`config.mk`:
```
export PLATFORM = sky130hd
export DESIGN_NAME = register_sequencer
export DESIGN_NICKNAME = d
export VERILOG_FILES = /design/src/rtl/register_sequencer.sv
export SDC_FILE = /design/constraint.sdc
export NUM_CORES = 1
export LEC_CHECK = 0
export CAP_MARGIN = 20
export CORE_MARGIN = 3
export CORE_UTILIZATION = 45
export DETAILED_ROUTE_END_ITERATION = 7
export HOLD_SLACK_MARGIN = 0.1
export PLACE_DENSITY = 0.74
export SYNTH_ARGS = -nofsm -noshare
export SYNTH_HDL_FRONTEND = slang
export SYNTH_SLANG_ARGS = --single-unit
```
`constraint.sdc`:
```
create_clock -name clk -period 2 [get_ports clk]
set_clock_uncertainty 0.2 [all_clocks]
set_input_delay 0.3 -clock clk [delete_from_list [all_inputs] [get_ports clk]]
set_output_delay 0.3 -clock clk [all_outputs]
set_load 0.02 [all_outputs]
```
`src/rtl/register_sequencer.sv`:
```
// register_sequencer
// Control sequencer for the X/Y datapath register file. Accepts one
// instruction at a time (start/busy/done handshake) and issues 3-bit
// register commands for X and Y plus the ULA function select.
//
// Ports:
//   clk    - clock, rising edge
//   rst    - asynchronous active-high reset
//   start  - instruction request, sampled only while idle
//   op     - instruction code (3 bits), sampled with start
//   data   - immediate / shift count (WIDTH bits), sampled with start
//   Tx     - X register command (HOLD/LOAD/SHIFTR/SHIFTL/RESET)
//   Ty     - Y register command
//   Tula   - ULA select (ADD/SUB/PASSX), ADD when unused
//   datax  - latched immediate feeding the X register input
//   busy   - high from the cycle after acceptance through the done cycle
//   done   - one-cycle pulse closing every accepted instruction
//   err    - high together with done for an illegal op
module register_sequencer #(
  parameter int unsigned WIDTH = 4
) (
  input  logic             clk,
  input  logic             rst,
  input  logic             start,
  input  logic [2:0]       op,
  input  logic [WIDTH-1:0] data,
  output logic [2:0]       Tx,
  output logic [2:0]       Ty,
  output logic [2:0]       Tula,
  output logic [WIDTH-1:0] datax,
  output logic             busy,
  output logic             done,
  output logic             err
);

  localparam int unsigned CMD_W = 3;

  // Register command encoding
  localparam logic [CMD_W-1:0] CMD_HOLD   = 3'b000;
  localparam logic [CMD_W-1:0] CMD_LOAD   = 3'b001;
  localparam logic [CMD_W-1:0] CMD_SHIFTR = 3'b010;
  localparam logic [CMD_W-1:0] CMD_SHIFTL = 3'b011;
  localparam logic [CMD_W-1:0] CMD_RESET  = 3'b100;

  // ULA select encoding
  localparam logic [CMD_W-1:0] ULA_ADD   = 3'b000;
  localparam logic [CMD_W-1:0] ULA_SUB   = 3'b001;
  localparam logic [CMD_W-1:0] ULA_PASSX = 3'b010;

  // Instruction codes
  localparam logic [2:0] OP_LOADX = 3'b000;
  localparam logic [2:0] OP_ADD   = 3'b001;
  localparam logic [2:0] OP_SUB   = 3'b010;
  localparam logic [2:0] OP_SHR   = 3'b011;
  localparam logic [2:0] OP_SHL   = 3'b100;
  localparam logic [2:0] OP_CLR   = 3'b101;
  localparam logic [2:0] OP_MOVE  = 3'b110;
  localparam logic [2:0] OP_ILL   = 3'b111;

  typedef enum logic [1:0] {
    ST_IDLE  = 2'b00,
    ST_EXEC  = 2'b01,
    ST_SHIFT = 2'b10,
    ST_DONE  = 2'b11
  } state_t;

  state_t             state_q, state_d;
  logic [2:0]         op_q, op_d;
  logic [WIDTH-1:0]   cnt_q, cnt_d;
  logic [WIDTH-1:0]   datax_q, datax_d;
  logic [CMD_W-1:0]   tx_q, tx_d;
  logic [CMD_W-1:0]   ty_q, ty_d;
  logic [CMD_W-1:0]   tula_q, tula_d;
  logic               busy_q, busy_d;
  logic               done_q, done_d;
  logic               err_q, err_d;

  // Next-state, instruction latch and shift counter
  always_comb begin
    state_d = state_q;
    op_d    = op_q;
    cnt_d   = cnt_q;
    datax_d = datax_q;
    unique case (state_q)
      ST_IDLE: begin
        if (start) begin
          op_d    = op;
          datax_d = data;
          unique case (op)
            OP_SHR, OP_SHL: begin
              // A zero-length shift skips straight to completion.
              if (data != '0) begin
                state_d = ST_SHIFT;
                cnt_d   = data;
              end else begin
                state_d = ST_DONE;
              end
            end
            OP_ILL:  state_d = ST_DONE;
            default: state_d = ST_EXEC;
          endcase
        end
      end
      ST_EXEC: state_d = ST_DONE;
      ST_SHIFT: begin
        cnt_d = cnt_q - WIDTH'(1);
        if (cnt_q == WIDTH'(1)) begin
          state_d = ST_DONE;
        end
      end
      ST_DONE: state_d = ST_IDLE;
      default: state_d = ST_IDLE;
    endcase
  end

  // Moore output decode from the upcoming state and latched op, so the
  // registered outputs line up with the state they belong to.
  always_comb begin
    tx_d   = CMD_HOLD;
    ty_d   = CMD_HOLD;
    tula_d = ULA_ADD;
    busy_d = (state_d != ST_IDLE);
    done_d = (state_d == ST_DONE);
    err_d  = (state_d == ST_DONE) && (op_d == OP_ILL);
    unique case (state_d)
      ST_EXEC: begin
        unique case (op_d)
          OP_LOADX: tx_d = CMD_LOAD;
          OP_ADD: begin
            tula_d = ULA_ADD;
            ty_d   = CMD_LOAD;
          end
          OP_SUB: begin
            tula_d = ULA_SUB;
            ty_d   = CMD_LOAD;
          end
          OP_CLR: begin
            tx_d = CMD_RESET;
            ty_d = CMD_RESET;
          end
          OP_MOVE: begin
            tula_d = ULA_PASSX;
            ty_d   = CMD_LOAD;
          end
          default: ;
        endcase
      end
      ST_SHIFT: ty_d = (op_d == OP_SHR) ? CMD_SHIFTR : CMD_SHIFTL;
      default: ;
    endcase
  end

  // State, latches and registered outputs
  always_ff @(posedge clk or posedge rst) begin
    if (rst) begin
      state_q <= ST_IDLE;
      op_q    <= '0;
      cnt_q   <= '0;
      datax_q <= '0;
      tx_q    <= CMD_HOLD;
      ty_q    <= CMD_HOLD;
      tula_q  <= ULA_ADD;
      busy_q  <= 1'b0;
      done_q  <= 1'b0;
      err_q   <= 1'b0;
    end else begin
      state_q <= state_d;
      op_q    <= op_d;
      cnt_q   <= cnt_d;
      datax_q <= datax_d;
      tx_q    <= tx_d;
      ty_q    <= ty_d;
      tula_q  <= tula_d;
      busy_q  <= busy_d;
      done_q  <= done_d;
      err_q   <= err_d;
    end
  end

  assign Tx    = tx_q;
  assign Ty    = ty_q;
  assign Tula  = tula_q;
  assign datax = datax_q;
  assign busy  = busy_q;
  assign done  = done_q;
  assign err   = err_q;

endmodule
```
==> After elaboration in Yosys (flattened, before gate mapping) <==
Cells that the tools add are included.
{ "classes": {"n_addsub": 1, "mul": 0, "div": 0, "order_cmp": 0, "eq_ne": 19, "shifts": 0, "mux": 18, "bitwise_logic": 0, "n_reduce_logical": 10} }
{ "op_table": {"columns": ["op", "n"], "rows": [
  ["3-bit one-hot mux with 2 select lines", 3],
  ["3-bit equality test (second input constant)", 5],
  ["4-bit two-way mux", 3],
  ["3-bit by 2-bit equality test with 1-bit output (second input constant)", 3],
  ["3-bit two-way mux", 3],
  ["2-bit equality test (second input constant)", 4],
  ["2-bit one-hot mux with 2 select lines", 2],
  ["2-bit one-hot mux with 4 select lines", 1],
  ["4-bit one-hot mux with 2 select lines", 1],
  ["2-bit two-way mux", 3],
  ["2-bit by 1-bit equality test with 1-bit output (second input constant)", 2],
  ["4-bit by 1-bit equality test with 1-bit output (second input constant)", 1],
  ["2-bit != test (second input constant)", 2],
  ["4-bit AND reduction", 1],
  ["2-bit nonzero test", 2],
  ["4-bit nonzero test", 1],
  ["4-bit by 1-bit subtractor with 4-bit output (second input constant)", 1],
  ["3-bit by 1-bit equality test with 1-bit output (second input constant)", 1],
  ["3-bit zero test", 1],
  ["3-bit OR reduction", 1],
  ["2-bit zero test", 1],
  ["1-bit two-way mux", 2],
  ["2-bit by 1-bit != test with 1-bit output (second input constant)", 1],
  ["2-bit AND reduction", 1],
  ["2 further kinds", 2]
]} }
{ "word_totals": {"ff_bits": 25, "latch_bits": 0, "mem_bits_rw": 0, "romBits": 0, "inputBits": 10, "output_inout_bits": 16, "memories": 0} }

==> Depth between registers and ports, before layout <==
Gate-level depths: netlist of the first run.
{ "logic_depth": {"word_depth": 7, "mapped_depth": 9, "ltp_nobuf": 9} }

==> Least setup slack after synthesis of the first run <==
No wires, ideal clock.
{ "synth_path": {"path_type": "input-to-reg", "startpoint": "in op[0]", "endpoint": "reg ty_q[0] (netlist: Ty[0])", "setup_time_ps": 133, "t_arrival_ps": 1788, "required_ps": 1667, "path_slack_ps": -120, "path_stages": 7, "path_cell_list": "or3b_4 -> a211oi_4 -> o21ai_0 -> o21a_1 -> ha_1 -> o221ai_1 -> a21boi_0"} }
{ "synth_via": {"elab_chain_cells": 7, "word_cells_on_any_way": 20} }
{ "synth_rtl": {"columns": ["item", "line_no", "rtl"], "rows": [
  ["start, declared", "25", "input logic [2:0] op,"],
  ["3-bit by 2-bit equality test with 1-bit output / 3-bit equality test (equally long branches)", "89", "unique case (op)"],
  ["2-bit OR reduction", "89", null],
  ["2-bit one-hot mux with 2 select lines *", "89", null],
  ["2-bit two-way mux *", "86", "if (start) begin"],
  ["2-bit one-hot mux with 4 select lines *", "84", "unique case (state_q)"],
  ["named net state_d[0]", "67", "state_t state_q, state_d;"],
  ["2-bit equality test / 2-bit by 1-bit equality test with 1-bit output (equally long branches)", "125", "unique case (state_d)"],
  ["3-bit one-hot mux with 2 select lines *", "125", null],
  ["named net ty_d[0]", "72", "logic [CMD_W-1:0] ty_q, ty_d;"],
  ["end signal, assigned", "172", "ty_q <= ty_d;"],
  ["end, declared", "72", null]
]} }
Mark *: on every way through the listed nets, which the timed path passes. The rest lies on a longest branch.
A chain may end at the register's enable or synchronous reset.

==> Worst setup path after layout of the first run <==
{ "layout_path": {"startpoint": "reg state_q[0]", "endpoint": "reg ty_q[1] (netlist: Ty[1])"} }
{ "layout_via": {"elab_chain_cells": 4, "word_cells_on_any_way": 10} }
{ "layout_rtl": {"columns": ["item", "line_no", "rtl"], "rows": [
  ["start, declared", "67", null],
  ["start signal, assigned", "167", "state_q <= state_d;"],
  ["2-bit equality test, or another cell as far along", "84", null],
  ["2-bit one-hot mux with 4 select lines *", "84", null],
  ["named net state_d[1]", "67", null],
  ["2-bit equality test / 2-bit by 1-bit equality test with 1-bit output (equally long branches)", "125", null],
  ["3-bit one-hot mux with 2 select lines *", "125", null],
  ["named net ty_d[1]", "72", null]
]} }
Marked as above.

==> run metrics, run 1 <==
TritonCTS buffer count=3; Buf+Inv Stages, Crit Path=4; GPL Wtd Cong=0.8095; Clock Sinks=22; global-route total usage across every layer=about 20%; setup repair after global routing missed its margin=yes; final worst-path cycle share=98.95%; Non-Filler Instances=between 200 and 250; sequence of cells on the critical path=inv_1 -> ha_4 -> mux2i_4 -> inv_1 -> ha_2 -> buf_4 -> buf_4; peak fanout along the critical path=4; filler cell count in the final layout=approximately 190; Critical Path Slowest Stage Cell=sky130_fd_sc_hd__dfrtp_1; cell class contributing the biggest share of worst-path delay=buffers and inverters; total number of vias=1,096; number of instances in the placed design=around 190; Vias/cell=approximately 5.4; category of the critical setup timing path=flip-flop to flip-flop; Pre-Repair DR Iteration Count=4; Arr. time, crit path=around 2 ns; clock-pin slew reported for the worst setup and hold paths after clock tree synthesis=approximately 0.13 ns; Mapped Area=between 1000 and 1500 sq um; f_max=just over 0.5 GHz; number of register bits inferred by synthesis=22; WL/cell=between 15 and 20 microns; count of input and output buffers=23; detailed-route wire length=approximately 3300 microns; status=completed; relative area change from synthesis to final layout=47.77%; I/O pin count=26; cell row count=18; antenna violations before repair=0; Unique masters post-synth=38; total inserted antenna cells=0; first-pass GRT wire length=approximately 5200 microns; worst r2r src=state_q[0]; share of cells above drive strength 1=34.88%; FF-to-FF End=Ty[1]; CTS H-tree lvls=1; drc violations=0; delay of the slowest cell on the worst path=around 0.43 ns; number of max-cap violations=0; clock latency of the later-clocked register in the worst-skew pair=0.30 ns; flop2flop setup slack=0.02 ns; type of the worst min-delay path=input port to async pin; Setup crit end kind=flip-flop; final count of hold timing violations=0; maximum number of buffers from clock root to sink=2; largest net degree at the start of global routing=23; first-iteration detailed-routing DRC count=23; type of element launching the critical path=flip-flop; vias in the first global route=1,153; leakage power of the design=0.8343 nW; Chip Width=58.92 microns; setup TNS after final layout=0 ns; cell at the root of the clock tree=sky130_fd_sc_hd__clkbuf_4; final number of max-transition violations=0; half-perimeter wire length of the detailed placement result=~2400 microns; count of nets left with antenna violations after detail routing=0; number of cell instances on the worst register-to-register path=7; worst vdd ir=between 1 and 1.5 mV; post-synthesis instance total=around 120; synthesis warning total=0; CTS tree=yes; portion of the post-synthesis area used by sequential elements=43.69%; starting utilization of the core area=between 40% and 50%; power density of the placed cells=between 1500 and 2000 nW/um^2; Syn Area/Cell=10.33 sq um; Std-Cell Core Area=2567 sq um; Min Clock Period, post-route=a little under 2 ns; total congestion overflow=0; vertical die dimension=roughly 59 microns; area of the die=between 3000 and 4000 sq um; number of nets in the layout=roughly 190; required time of the critical path=2.01 ns; Setup violations, final=0
==> stage by stage <==
stage	instance area, sq um	hold slack [ns]	util, %	power (mW)	setup WS (ns)
after floorplan	1274	0.08923	-	1.661	0.0002899
after global placement	1684	0.2873	65.59	2.248	-0.3398
after detailed placement	1684	0.2967	65.59	2.335	-0.4388
after CTS	1759	0.1263	68.52	2.755	0.01205
after global routing	1862	0.1652	72.51	3.258	-0.08138
final	1862	0.1281	72.51	3.041	0.02097
==> synth_stat cells (all sizes together) <==
| cell type | number | area (sq um) |
|---|---|---|
| a211o | 1 | 8.760 |
| a211oi | 3 | 35.03 |
| a21boi | 1 | 7.510 |
| a221oi | 1 | 8.760 |
| a311o | 1 | 10.01 |
| a31oi | 3 | 18.77 |
| a41o | 1 | 10.01 |
| and3 | 2 | 12.51 |
| and4b | 1 | 11.26 |
| buf | 3 | 22.52 |
| clkbuf | 3 | 11.26 |
| conb | 1 | 3.750 |
| dfrtp | 22 | 550.5 |
| ha | 10 | 125.1 |
| inv | 11 | 41.29 |
| mux2 | 6 | 67.56 |
| mux2i | 3 | 30.03 |
| nand2 | 8 | 30.03 |
| nand2b | 2 | 12.51 |
| nand3 | 3 | 15.01 |
| nand3b | 1 | 7.510 |
| nand4b | 1 | 8.760 |
| nor2 | 8 | 30.03 |
| nor2b | 1 | 6.260 |
| nor3 | 3 | 15.01 |
| nor3b | 1 | 7.510 |
| nor4 | 1 | 6.260 |
| nor4b | 1 | 8.760 |
| o211ai | 1 | 7.510 |
| o21a | 3 | 22.52 |
| o21ai | 6 | 30.03 |
| o221ai | 1 | 8.760 |
| o311ai | 2 | 17.52 |
| o31ai | 1 | 7.510 |
| or3 | 1 | 6.260 |
| or3b | 4 | 37.54 |
==> how the worst max path moves through the flow <==
stage                           from     to  slack [ns]  cells after the start
after global placement         op[2]  Ty[0]       -0.34                      8
after floorplan                op[0]  Ty[0]      0.0003                      6
after CTS                    data[0]  Ty[0]        0.01                      9
final                     state_q[0]  Ty[1]        0.02                      7
after global routing      state_q[0]  Ty[2]       -0.08                      8
after detailed placement     data[0]  Ty[0]       -0.44                      9
==> power by group <==
part,internal (mW),switching [mW],total (mW)
Clock,0.202,0.140,0.342
Combinational,0.984,0.947,1.93
Sequential,0.639,0.130,0.768
==> tightest hold or removal path, delay by kind of cell <==
family | cells | cell delay [ns]
buffers and inverters | 3 | 0.74
==> cell type report <==
cell class	instances	area [sq um]	area share [%]
Multi-Input combinational cell	84	730.7	39.25
Clock buffer	3	22.52	1.210
Sequential cell	22	550.5	29.57
Tap cell	30	37.54	2.016
Timing Repair Buffer	51	449.2	24.13
Inverter	11	41.29	2.218
Clock inverter	1	30.03	1.613
==> flip-flops by register name, indices dropped and copies added (netlist names) <==
signal / flops
done: 1
err: 1
busy: 1
datax: 4
Ty: 3
Tula: 2
Tx: 1
cnt_q: 4
state_q: 2
op_q: 3
==> cells by family after synthesis <==
family                     after synthesis  synth area share [%]
other                                    1                0.2976
DFF                                     22                 43.69
AOI/OAI and AO/OA                       25                 15.29
and+or+nand+nor                         38                 17.08
adders and majority gates               10                 9.930
muxes                                    9                 7.745
buffers and inverters                   17                 5.958
==> metal layers <==
metal  track usage (%)  share of wire [%]
met4             6.149               0.46
met5                 0                  0
met2             35.33                 55
met3             3.070                3.4
met1             23.37                 41
==> layout by cell type (no fill, tap or decap), types with 2 or more instances in the layout <==
cell type,count
sky130_fd_sc_hd__ha_1,4
sky130_fd_sc_hd__or3b_2,3
sky130_fd_sc_hd__dfrtp_1,22
sky130_fd_sc_hd__inv_1,10
sky130_fd_sc_hd__o21ai_1,2
sky130_fd_sc_hd__o21ai_0,2
sky130_fd_sc_hd__ha_2,4
sky130_fd_sc_hd__mux2_2,6
sky130_fd_sc_hd__nand2b_1,2
sky130_fd_sc_hd__a211oi_1,2
sky130_fd_sc_hd__nor2_1,8
sky130_fd_sc_hd__clkbuf_4,3
sky130_fd_sc_hd__conb_1,2
sky130_fd_sc_hd__buf_4,26
sky130_fd_sc_hd__nand2_1,7
sky130_fd_sc_hd__nor3_1,3
sky130_fd_sc_hd__nand3_1,3
sky130_fd_sc_hd__a31oi_1,3
sky130_fd_sc_hd__clkdlybuf4s50_1,17
sky130_fd_sc_hd__o311ai_0,2
sky130_fd_sc_hd__mux2i_1,2
sky130_fd_sc_hd__o21a_1,3
sky130_fd_sc_hd__ha_4,2
sky130_fd_sc_hd__dlygate4sd2_1,6
==> repair_timing <==
action / in CTS / in global routing
gates resized for setup: 13 / 16
hold endpoints to repair: 0 / 0
pin swaps: 5 / 4
endpoints found under the setup margin: 8 / 9
hold buffers: 0 / 0
setup buffers: 1 / 5
(Power assumes the default switching activity.)
==> inputs of run 2 (changes only) <==
--- a/config.mk
+++ b/config.mk
@@ -11,6 +11,8 @@
 export DETAILED_ROUTE_END_ITERATION = 7
 export HOLD_SLACK_MARGIN = 0.1
 export PLACE_DENSITY = 0.74
+export REMOVE_ABC_BUFFERS = 1
+export SKIP_LAST_GASP = 1
 export SYNTH_ARGS = -nofsm -noshare
 export SYNTH_HDL_FRONTEND = slang
 export SYNTH_SLANG_ARGS = --single-unit
==> run 2 against run 1 <==
The flow now finishes with violations (setup timing). Sequential share of layout area grew 0.12 points. Die area is the same. Critical path depth grew 2. Largest cell class unchanged.
==> run metrics, run 2 (synthesized netlist as in run 1, its figures left out) <==
status=complete, but fails checks; violated checks=setup timing; Std-Cell Core Area=2567 sq um (unchanged); filler cell count in the final layout=187 (-1.1%); number of max-cap violations=0 (unchanged); f_max=0.4937 GHz (-2.3%); count of input and output buffers=23 (unchanged); clock latency of the later-clocked register in the worst-skew pair=0.31 ns (about the same); WL/cell=15.94 microns (-1.3%); peak fanout along the critical path=5 (+1); clock-pin slew reported for the worst setup and hold paths after clock tree synthesis=0.12 ns (about the same); number of instances in the placed design=194 (+1.0%); Arr. time, crit path=2.06 ns (+0.07 ns); most common cell after layout, fill and taps aside=sky130_fd_sc_hd__buf_4; CTS H-tree lvls=1 (unchanged); Setup violations, final=2 (+2); final count of hold timing violations=0 (unchanged); starting utilization of the core area=49.07% (unchanged); setup repair after global routing missed its margin=yes; GPL Wtd Cong=0.8550 (+5.6%); final worst-path cycle share=101.3% (+2.3 points); antenna violations before repair=0 (unchanged); TritonCTS buffer count=3 (unchanged); total congestion overflow=0 (unchanged); number of nets in the layout=194 (+0.52%); worst vdd ir=1.270 mV (+18%); category of the critical setup timing path=input port to flip-flop; vias in the first global route=1,092 (-5.3%); half-perimeter wire length of the detailed placement result=2266 microns (-4.2%); drc violations=0 (unchanged); type of element launching the critical path=input port; relative area change from synthesis to final layout=47.17%; first-pass GRT wire length=5043 microns (-2.2%); vertical die dimension=58.92 microns (unchanged); area occupied by multi-input gates=743.2 sq um (+1.7%); cell at the root of the clock tree=sky130_fd_sc_hd__clkbuf_4; Pre-Repair DR Iteration Count=4 (unchanged); Routed met3 length=137 microns (+25%); CTS tree=yes; largest net degree at the start of global routing=23 (unchanged); Chip Width=58.92 microns (unchanged); routed metal-1 wire length=1315 microns (-2.7%); fin worst setup slack=-0.02565 ns (-0.04663 ns); cell row count=18 (unchanged); Non-Filler Instances=203 (+0.50%); footprint of the flip-flops and latches=550.5 sq um (unchanged); most frequent cells in the layout=28 x sky130_fd_sc_hd__buf_4, 22 x sky130_fd_sc_hd__dfrtp_1, 18 x sky130_fd_sc_hd__clkdlybuf4s50_1; global-route total usage across every layer=19.26% (-0.24 points); setup slack at placement=-0.5868 ns (-0.1479 ns); count of nets left with antenna violations after detail routing=0 (unchanged); detailed-route wire length=3235 microns (-0.86%); Vias/cell=5.527 (+1.9%); share of cells above drive strength 1=36.99% (+2.1 points); top routing layer in use=met4; required time of the critical path=2.04 ns (+0.03 ns); area of the die=3471 sq um (unchanged); power density of the placed cells=1583 nW/um^2 (-3.1%); leakage power of the design=0.8225 nW (-1.4%); type of the worst min-delay path=input port to async pin; Setup crit end kind=flip-flop; met2 routed WL=1733 microns (-3.0%); total inserted antenna cells=0 (unchanged); first-iteration detailed-routing DRC count=24 (+4.3%); maximum number of buffers from clock root to sink=2 (unchanged); utilization after layout=72.22% (-0.29 points); Min Clock Period, post-route=2.026 ns (+0.04663 ns); number of buffers added to fix hold violations after cts=0 (unchanged); final number of max-transition violations=0 (unchanged); total number of vias=1,122 (+2.4%); Clock Sinks=22 (unchanged); I/O pin count=26 (unchanged)
run 2: area by class of cell:
cell class                      count  share of cell area [%]
Timing Repair Buffer               52                   24.02
Inverter                           11                   2.227
Multi-Input combinational cell     84                   40.08
Clock buffer                        4                   1.957
Sequential cell                    22                   29.69
Tap cell                           30                   2.024
run 2: report_power, final:
group,switching [mW],leakage [nW],internal (mW)
clock network,0.133,0.0210,0.111
registers,0.154,0.272,0.639
logic,0.926,0.530,0.972
run 2: metrics by stage:
stage	total power, mW	instance area (sq um)	hold slack (ns)	setup TNS (ns)
after floorplan	1.635	1230	0.08923	-0.4554
after CTS	2.666	1742	0.1113	0
after detailed placement	2.314	1678	0.2964	-5.603
after global placement	2.233	1678	0.2888	-4.835
after global routing	3.150	1854	0.1301	-0.4528
final	2.935	1854	0.1035	-0.04743
run 2: critical path: stages:
cell	delay, ns
sky130_fd_sc_hd__dlygate4sd2_1	0.29
sky130_fd_sc_hd__or3b_4	0.41
sky130_fd_sc_hd__buf_4	0.16
sky130_fd_sc_hd__a31oi_2	0.24
sky130_fd_sc_hd__mux2i_4	0.12
sky130_fd_sc_hd__inv_2	0.10
sky130_fd_sc_hd__ha_2	0.19
sky130_fd_sc_hd__o21ai_0	0.08
sky130_fd_sc_hd__a21boi_1	0.17
run 2: final timing paths:
path	startpoint	end	slack, ns	cells past startpoint
max in group asynchronous	rst	Ty[2]	1.27	3
worst min register to register	datax[0]	datax[0]	0.32	1
min in group clk	data[1]	datax[1]	0.31	3
worst max register to register	state_q[0]	cnt_q[0]	-0.02	7
worst max-delay path	op[0]	Ty[0]	-0.03	9
worst min-delay path	rst	cnt_q[2]	0.10	3
run 2: timing repair:
| item | CTS | global route |
|---|---|---|
| endpoints found under the hold margin | 0 | 0 |
| setup endpoints to repair | 9 | 10 |
| gates resized for setup | 11 | 22 |
| pin swaps | 5 | 3 |
| buffers inserted | 3 | 2 |
run 2: metal layers:
metal | vias to the layer above | GRT usage (%)
met5 | - | 0
met4 | 0 | 5.178
met3 | 8 | 3.728
met2 | 40 | 34.07
met1 | 542 | 23.78
li1 | 532 | -
==> inputs of run 3 (changes only) <==
--- a/config.mk
+++ b/config.mk
@@ -6,6 +6,7 @@
 export NUM_CORES = 1
 export LEC_CHECK = 0
 export CAP_MARGIN = 20
+export CORE_ASPECT_RATIO = 1.1
 export CORE_MARGIN = 3
 export CORE_UTILIZATION = 45
 export DETAILED_ROUTE_END_ITERATION = 7
==> run 3 against run 2 <==
Power grew 1.6%. Count of clock-buffer cells in the layout is the same. Utilization grew 0.93 points. Fmax grew 2.9%. Sequential power shrank 2%. The run now ends clean. Flip-flop and latch count is the same. Critical path depth shrank 1. Critical endpoint is now err. Via count grew 2.4%. Hold slack lost 0.00092 ns. First-iteration DRC count shrank 8.3%. Sequential share of layout area shrank 0.58 points.
==> run metrics, run 3 (synthesized netlist as in run 1, its figures left out) <==
Setup violations, final=0 (-2); clock-pin slew reported for the worst setup and hold paths after clock tree synthesis=0.12 ns (about the same); type of element launching the critical path=flip-flop; worst vdd ir=1.260 mV (-0.77%); filler cell count in the final layout=184 (-1.6%); fin worst setup slack=0.03223 ns (+0.05789 ns); status=completed; first-iteration detailed-routing DRC count=22 (-8.3%); Top cell by count, worst path=sky130_fd_sc_hd__ha_4; cell area reported after detailed placement=1672 sq um (-0.37%); final worst-path cycle share=98.39% (-2.9 points); peak fanout along the critical path=3 (-2); final number of max-transition violations=0 (unchanged); Std-Cell Core Area=2591 sq um (+0.93%); most common cell after layout, fill and taps aside=sky130_fd_sc_hd__buf_4; total number of vias=1,149 (+2.4%); Clock Sinks=22 (unchanged); total congestion overflow=0 (unchanged); flop2flop setup slack=0.03 ns (+0.05 ns); Chip Width=56.45 microns (-4.2%); Vias/cell=5.578 (+0.92%); Arr. time, crit path=1.99 ns (-0.07 ns); share of cells above drive strength 1=39.43% (+2.4 points); Setup crit end kind=flip-flop; starting utilization of the core area=48.62% (-0.45 points); setup slack at placement=-0.5819 ns (+0.004891 ns); number of max-cap violations=0 (unchanged); area of the die=3471 sq um (about the same); end point of the critical path=err; count of input and output buffers=23 (unchanged); worst r2r src=cnt_q[0]; GPL Wtd Cong=0.9073 (+6.1%); CP startpoint=cnt_q[0]; final worst hold slack=0.1026 ns (-0.0009200 ns); power density of the placed cells=1573 nW/um^2 (-0.64%); f_max=0.5082 GHz (+2.9%); Min Clock Period, post-route=1.968 ns (-0.05789 ns); FF-to-FF End=err; Pre-Repair DR Iteration Count=4 (unchanged); count of nets left with antenna violations after detail routing=0 (unchanged); Buf+Inv Stages, Crit Path=1 (-2); half-perimeter wire length of the detailed placement result=2207 microns (-2.6%); first-pass GRT wire length=5133 microns (+1.8%); total inserted antenna cells=0 (unchanged); clock latency of the later-clocked register in the worst-skew pair=0.31 ns (about the same); vias in the first global route=1,158 (+6.0%); type of the worst min-delay path=input port to async pin; footprint of the flip-flops and latches=551.8 sq um (+0.23%); category of the critical setup timing path=flip-flop to flip-flop; required time of the critical path=2.02 ns (-0.02 ns); cell class contributing the biggest share of worst-path delay=flip-flops; CP Depth=8 (-1); most frequent cells in the layout=28 x sky130_fd_sc_hd__buf_4, 21 x sky130_fd_sc_hd__dfrtp_1, 16 x sky130_fd_sc_hd__clkdlybuf4s50_1; largest net degree at the start of global routing=23 (unchanged); cell at the root of the clock tree=sky130_fd_sc_hd__clkbuf_4; TritonCTS buffer count=3 (unchanged); detailed-route wire length=3111 microns (-3.8%); delay of the slowest cell on the worst path=0.45 ns (+0.04 ns); vertical die dimension=61.50 microns (+4.4%); CTS tree=yes; WL/cell=15.10 microns (-5.2%); maximum number of buffers from clock root to sink=2 (unchanged); Finished Cell Area=1896 sq um (+2.2%); sequence of cells on the critical path=ha_4 -> nor3b_1 -> o21ai_1 -> nand2b_1 -> o21a_2 -> buf_6 -> ha_4 -> and3_4; setup TNS after final layout=0 ns (+0.04743 ns); number of cell instances on the worst register-to-register path=8 (+1); drc violations=0 (unchanged); relative area change from synthesis to final layout=50.45%; Critical Path Slowest Stage Cell=sky130_fd_sc_hd__dfrtp_2; number of nets in the layout=196 (+1.0%); antenna violations before repair=0 (unchanged); CTS H-tree lvls=1 (unchanged); global-route total usage across every layer=18.96% (-0.30 points); final count of hold timing violations=0 (unchanged); cell row count=19 (+1); leakage power of the design=0.8441 nW (+2.6%); power after layout=2.981 mW (+1.6%); area occupied by multi-input gates=758.2 sq um (+2.0%); I/O pin count=26 (unchanged)
==> run 3: cell count changes in the layout (fill, tap and decap cells not counted), sizes merged <==
cell / delta
dlymetal6s2s: +1
clkdlybuf4s50: -2
buf: +2
dlygate4sd2: +1
==> run 3: layout make-up <==
type                       instances  share of cell area [%]
clock buffer                       4                   1.914
inverter                          11                   2.178
multi-input combinational         84                   40.00
sequential                        22                   29.11
tap                               31                   2.046
timing repair buffer              54                   24.75
==> run 3: through the flow <==
step | std cells | util (%)
4_1_cts | 200 | 67.70
3_3_place_gp | 194 | 64.51
6_report | 206 | 73.15
5_1_grt | 206 | 73.15
3_5_place_dp | 194 | 64.51
2_1_floorplan | 117 | -
==> run 3: worst min-delay path by stage <==
stage / to / slack [ns] / cells after the start
after global placement: datax[1] / 0.29 / 1
after global routing: cnt_q[2] / 0.13 / 3
final: cnt_q[2] / 0.10 / 3
after detailed placement: datax[3] / 0.30 / 1
after floorplan: Tula[0] / 0.09 / 1
after CTS: cnt_q[2] / 0.12 / 3
==> run 3: worst reg2reg max path: cells and delay by family, from the launching register on <==
family,cells,cell delay [ns]
DFF,1,0.45
adders and majority gates,2,0.31
AOI/OAI and AO/OA,2,0.41
buffers and inverters,1,0.13
and+or+nand+nor,3,0.38
==> run 3: where the power goes <==
part           total (mW)  switching, mW  internal [mW]  leakage (nW)
Clock               0.249          0.137          0.111        0.0210
Combinational        1.95          0.938           1.02         0.553
Sequential          0.778          0.137          0.641         0.271
==> run 3: layer usage <==
layer	GRT usage (%)	vias to the layer above	routed length (microns)
met5	0	-	0
met4	7.119	0	61
met3	3.774	8	114
met2	34.82	38	1666
met1	22.18	566	1268
li1	-	537	-
==> run 3: repair_timing <==
action                                  in CTS  in global routing
pin swaps                                    7                  6
hold buffers                                 0                  0
endpoints found under the setup margin      11                 10
buffers inserted                             2                  6
resized for setup                           17                 25
